### src/rtl/dmem_arbiter.sv
// Two-port arbiter for the single-port data RAM: CPU MEM stage vs debug port.
// CPU wins conflicts except for a forced debug slot after repeated starvation.
module dmem_arbiter #(
  parameter int ADDR_W       = 10,
  parameter int STARVE_LIMIT = 4
) (
  input  logic              clk,
  input  logic              rst,
  input  logic              cpu_req,
  input  logic              cpu_we,
  input  logic [ADDR_W-1:0] cpu_addr,
  input  logic [31:0]       cpu_wdata,
  input  logic [3:0]        cpu_be,
  output logic              cpu_gnt,
  output logic              cpu_stall,
  output logic              cpu_rvalid,
  output logic [31:0]       cpu_rdata,
  input  logic              dbg_req,
  input  logic              dbg_we,
  input  logic [ADDR_W-1:0] dbg_addr,
  input  logic [31:0]       dbg_wdata,
  input  logic [3:0]        dbg_be,
  output logic              dbg_gnt,
  output logic              dbg_rvalid,
  output logic [31:0]       dbg_rdata,
  output logic              mem_en,
  output logic              mem_we,
  output logic [ADDR_W-1:0] mem_addr,
  output logic [31:0]       mem_wdata,
  output logic [3:0]        mem_be,
  input  logic [31:0]       mem_rdata,
  output logic [31:0]       conflict_count
);

  typedef enum logic {PRI_CPU, PRI_DBG} pri_t;
  typedef enum logic [1:0] {
    OWN_NONE, OWN_CPU, OWN_DBG
  } own_t;

  pri_t        state;
  own_t        owner;
  logic [7:0]  starve_cnt;
  logic [31:0] conflict_q;
  logic        conflict;

  assign conflict = cpu_req & dbg_req;

  always_comb begin
    cpu_gnt = 1'b0;
    dbg_gnt = 1'b0;
    if (rst) begin
      unique case (1'b1)
        conflict: begin
          cpu_gnt = (state == PRI_CPU);
          dbg_gnt = (state == PRI_DBG);
        end
        default: begin
          cpu_gnt = cpu_req;
          dbg_gnt = dbg_req;
        end
      endcase
    end
  end

  assign cpu_stall = cpu_req & ~cpu_gnt;
  assign mem_en    = cpu_gnt | dbg_gnt;
  assign mem_we    = dbg_gnt ? dbg_we : (cpu_gnt & cpu_we);
  assign mem_addr  = dbg_gnt ? dbg_addr : cpu_addr;
  assign mem_wdata = dbg_gnt ? dbg_wdata : cpu_wdata;
  assign mem_be    = dbg_gnt ? dbg_be : cpu_be;

  // Forced debug slot is used or forfeited in one cycle either way.
  always_ff @(posedge clk or negedge rst) begin
    if (!rst) begin
      state      <= PRI_CPU;
      starve_cnt <= 8'd0;
    end else begin
      case (state)
        PRI_CPU: begin
          if (conflict && cpu_gnt) begin
            if (starve_cnt + 8'd1 == 8'(STARVE_LIMIT)) begin
              state      <= PRI_DBG;
              starve_cnt <= 8'd0;
            end else begin
              starve_cnt <= starve_cnt + 8'd1;
            end
          end else if (dbg_gnt || !dbg_req) begin
            starve_cnt <= 8'd0;
          end
        end
        PRI_DBG: begin
          if (dbg_gnt || !dbg_req) begin
            state      <= PRI_CPU;
            starve_cnt <= 8'd0;
          end
        end
        default: state <= PRI_CPU;
      endcase
    end
  end

  always_ff @(posedge clk or negedge rst) begin
    if (!rst) begin
      owner <= OWN_NONE;
    end else begin
      unique case (1'b1)
        cpu_gnt && !cpu_we: owner <= OWN_CPU;
        dbg_gnt && !dbg_we: owner <= OWN_DBG;
        default:            owner <= OWN_NONE;
      endcase
    end
  end

  always_ff @(posedge clk or negedge rst) begin
    if (!rst) begin
      conflict_q <= 32'd0;
    end else if (conflict && conflict_q != 32'hFFFF_FFFF) begin
      conflict_q <= conflict_q + 32'd1;
    end
  end

  assign conflict_count = conflict_q;
  assign cpu_rvalid     = (owner == OWN_CPU);
  assign dbg_rvalid     = (owner == OWN_DBG);
  assign cpu_rdata      = cpu_rvalid ? mem_rdata : 32'd0;
  assign dbg_rdata      = dbg_rvalid ? mem_rdata : 32'd0;

endmodule

### config.mk
export PLATFORM = sky130hd
export DESIGN_NAME = dmem_arbiter
export DESIGN_NICKNAME = d
export VERILOG_FILES = /design/src/rtl/dmem_arbiter.sv
export SDC_FILE = /design/constraint.sdc
export NUM_CORES = 1
export LEC_CHECK = 0
export BUFFER_PORTS_ARGS = -buffer_cell sky130_fd_sc_hd__buf_2
export CAP_MARGIN = 20
export CORE_MARGIN = 4
export CORE_UTILIZATION = 29
export CTS_CLUSTER_DIAMETER = 120
export CTS_CLUSTER_SIZE = 40
export DETAILED_ROUTE_END_ITERATION = 8
export GPL_ROUTABILITY_DRIVEN = 0
export GPL_TIMING_DRIVEN = 0
export PLACE_DENSITY = 0.75
export SYNTH_ARGS = -nofsm -noshare
export SYNTH_HDL_FRONTEND = slang
export SYNTH_SLANG_ARGS = --single-unit
### constraint.sdc
create_clock -name clk -period 2.3 [get_ports clk]
set_input_delay 0.46 -clock clk [delete_from_list [all_inputs] [get_ports clk]]
set_output_delay 0.46 -clock clk [all_outputs]
set_load 0.05 [all_outputs]
[Yosys cells after proc, flatten, opt, wreduce, memory -nomap -nowiden]
Cells that the tools add are included.
Storage, ports and cells
  bits in registers: 43
  output and inout port bits: 149
  input port bits: 130
  logic and storage cells: 43
Operators by class
  $add $sub $neg: 2
  muxes and demuxes: 19
  bitwise logic cells: 6
  reductions and logical operators: 8
  equality and inequality tests: 4
Operators by type and width (number)
  $mux 32: 3
  $add 32x1->32 const B: 1
  $ne 32x32->1 const B: 1
  $mux 8: 3
  $pmux 8 s2: 1
  $mux 10: 1
  $add 8x1->8 const B: 1
  $eq 8x3->1 const B: 1
  $mux 1: 8
  $logic_and 1x1->1: 4
  $mux 4: 1
  $pmux 2 s2: 1
  $and 1x1->1: 3
  $logic_not 1->1: 3
  $eq 2x1->1 const B: 1
  $eq 2x2->1 const B: 1
  $not 1->1: 2
  $pmux 1 s2: 1
  $logic_or 1x1->1: 1
  $or 1x1->1: 1

[Depth between registers and ports, before layout]
  word-level depth: 7
  gate-level depth with buffers: 8
  mapped depth without buffers: 6

[Worst setup path before layout]
OpenSTA, ideal clock, no wires.
  path kind: input to output
  start point: in dbg_req
  end point: out mem_we
  slack: -0.341 ns
  path buffers: 2
  required time: 1.840 ns
  cell stages on the path: 5
  arrival: 2.181 ns
  cell sequence: clkbuf_1 nand2_1 nor2_1 buf_1 a22o_1
On the way
  elaborated cells on any way between the ends: 7
  those cells by class: mux: 5; bitwise: 2
RTL lines
  start: declaration: line 18  | input logic dbg_req,
  $and 1x1->1: line 46  | assign conflict = cpu_req & dbg_req;
  $mux 1 *: line 52  | unique case (1'b1)
  $mux 1 *: line 51  | if (rst) begin
  via dbg_gnt: line 23  | output logic dbg_gnt,
  $mux 1 *: line 67  | assign mem_we = dbg_gnt ? dbg_we : (cpu_gnt & cpu_we);
  end: declaration: line 27  | output logic mem_we,
The timed path passes the listed nets; every way through them passes the cells marked *.

[Worst setup path in the final report]
  start point: reg state
  end point: out mem_wdata[31]
On the way
  word-level cells in the longest chain between the ends: 3
Ends and longest elaborated chain
  start: declaration: line 40  | pri_t state;
  start signal: assignment: line 75  | state <= PRI_CPU;
  start signal: assignment: line 82  | state <= PRI_DBG;
  start signal: assignment: line 93  | state <= PRI_CPU;
  $mux 1: line 52
  $mux 1: line 51
  $mux 32: line 69  | assign mem_wdata = dbg_gnt ? dbg_wdata : cpu_wdata;
  end: declaration: line 29  | output logic [31:0] mem_wdata,
Every way passes these cells.

==> metrics.cfg <==
[routing]
route.detailed.drc = 0
postRouteWirelength_um = 14500
wire_per_inst_um = 18.8
dr.pass1.iters = 4
viasPerCell = 4.69
via_count = 3609
antenna_left = 0
dr.first_iter.drc_count = 143

[timing]
fin_crit_ns = 2.23
finalMaxSlewViolations = 0
setup_viol = 0
worstMarginPinSlew_ns = 0.888
finalHoldViolCount = 0
fin_skew_ns = 0.0130
timing.final.ws_setup_ns = 0.0676
relSlewSlack_pct = 40.6
max_freq_mhz = 448
period_share_pct = 97.1

[layout]
nNetsFinal = 765
area.growth.synth_to_final_pct = 59.5
final-instance-count-excl-fill = 769
layout-drive-gt1-share_pct = 57.3
fillCellCount = 1015
fin_area_mm2 = 0.00508
antenna_cells = 0

[power]
vdd_drop_max_mv = 0.591
p_leak_uw = 0.00281
power_uw = 2790
pwr_density_cell_mw_per_mm2 = 549

[floorplanning]
ios = 279
die_y_um = 113
die_w_um = 113
initial_core_util_pct = 30.3
die_area_mm2 = 0.0127
rows = 37
core_mm2 = 0.0105

[synth]
yosysUniqueCellTypes = 41
syn_area_mm2 = 0.00318
synthArstFlopShare_pct = 100
synth_edf_count = 0
seq_area_frac_synth_pct = 33.8
synth-main-ff-cell = dfrtp_1
syn_area_per_cell_um2 = 9.33
synth_warnings = 0
syn_inst = 341
synth_nets = 474
synth_seq_cells = 43

[place]
portBuffers = 277
dpl.cell_count = 754
dpl.hpwl_um = 12200
postPlaceCellArea_mm2 = 0.00474
place_ws_ns = -1.03

[global_route]
antenna_found_initial = 0
gr-total-overflow = 0
grt_pass1_wl_um = 21300
grt_max_degree = 26
grt_usage_pct = 21.4
grt_pass1_vias = 3657

[worst_setup_path]
ff2ff_path_depth = 7
path_buf_inv = 3
cp-end-kind = output pin
path_cells = nor2b_4 -> nor2_4 -> buf_6 -> buf_4 -> mux2_2 -> buf_2
cp.required_ns = 1.84
rr_startpoint = conflict_count[0]$_DFFE_PN0P_
worstPathArrival_ns = 1.77
path_class = flop to output pin
cp_slowest_cell = dfrtp_1
worst-path-stages = 6
start_kind = flop
path_delay_family = buffers and inverters
cp_slowest_stage_delay_ns = 0.42
critPathMaxFanout = 5
startpoint = state$_DFF_PN0_

[clock_network]
htree_num_levels = 2
clock_latency_ns = 0.31
clk_path_buf_depth = 2
path_clk_slew_ns = 0.10
cts_root_buf = clkbuf_8
numCtsBuffers = 5
cts.sink_count = 43
cts_tree = yes

[min_path]
min_path_type = input pin to asynchronous set/reset pin

[run]
drv_cap = 0

[outcome]
status = complete, no violations

[metal layers]
metal | vias to the layer above | wire, um | track usage, %
met5 | - | 0 | 0
met4 | 0 | 215 | 4.41
met3 | 13 | 831 | 3.32
met2 | 152 | 8040 | 41.6
met1 | 1692 | 5400 | 24.4
li1 | 1752 | - | -
[metrics by stage]
stage               setup TNS (ns)  utilization (%)  hold WS [ns]
finish                           0             48.3        0.0921
global route               -0.0929             48.3        0.0791
CTS                        -0.0744             47.7        0.0875
detailed placement          -44.30             45.1         0.492
global placement            -41.72             45.1         0.477
floorplan                        0                -         0.164
[repair_timing]
action / 4_1_cts / 5_1_grt
resized for setup: 32 / 16
hold buffers: 1 / 0
hold endpoints to repair: 18 / 0
endpoints found under the setup margin: 59 / 121
cloned: 1 / 0
buffers inserted: 3 / 3
pin swaps: 1 / 2
[synthesized netlist by cell type, types with 2 or more instances]
cell      count  share of area (%)
and4_1        4                1.1
inv_1         7               0.83
and2_1       67                 13
nand4_1       9                1.8
nand2_1      19                2.2
clkbuf_1      9                1.1
nand2b_1      2               0.39
and3_1        9                1.8
ha_1          3                1.2
dfrtp_1      43                 34
buf_2         3               0.47
or4_4         2               0.71
nand3_2       2               0.63
nor2_1       21                2.5
o21ai_0      10                1.6
o31ai_1       2               0.47
nor2b_1       5               0.98
xor2_1       19                5.2
buf_1         3               0.35
nand3_1      15                2.4
a21oi_1       2               0.31
xnor2_1      11                3.0
mux2_2       48                 17
nor3_1        9                1.4
[cell families after synthesis]
group	Yosys count	share of synthesized area, %
and+or+nand+nor	170	31.2
muxes	49	17.3
DFF	43	33.8
xor gates and xnor gates	30	8.25
AOI/OAI and AO/OA	23	5.27
buffers and inverters	23	2.95
adders and majority gates	3	1.18
[layout by cell type (no fill, tap or decap), types with 10 or more instances in the layout]
master / count
buf_2: 258
and2_1: 67
mux2_2: 48
dfrtp_1: 41
buf_4: 23
nor2_1: 20
xor2_1: 19
nand2_1: 18
nand3_1: 15
xnor2_1: 11
o21ai_0: 10
[cell type report]
type	count	area [um^2]	area share [%]
repair buffers	285	1550	30.5
flip-flops and latches	43	1080	21.2
multi-input cells	275	2040	40.1
clock buffers	5	68.8	1.36
well taps	136	170	3.35
inverters	7	26.3	0.518
plain buffers	15	101	2.00
clock inverters	3	46.3	0.912
[power breakdown]
group,switching (uW),internal [uW]
Combinational,843,363
Sequential,125,834
Clock,296,328
[registers in the layout, summed over array words and instances (netlist names)]
signal and cells:
state 1, starve_cnt 8, conflict_count 32, owner 2
[worst paths after layout]
| path | endpoint | slack (ns) |
|---|---|---|
| max | mem_wdata[31] | 0.07 |
| min | conflict_count[27]$_DFFE_PN0P_ | 0.09 |
| max reg2reg | conflict_count[19]$_DFFE_PN0P_ | 0.23 |
| min reg2reg | conflict_count[31]$_DFFE_PN0P_ | 0.51 |
| max in group asynchronous | conflict_count[0]$_DFFE_PN0P_ | 0.87 |
| min in group clk | owner[0]$_DFF_PN0_ | 0.32 |
No activity file was read; power rests on OpenSTA's default activity.
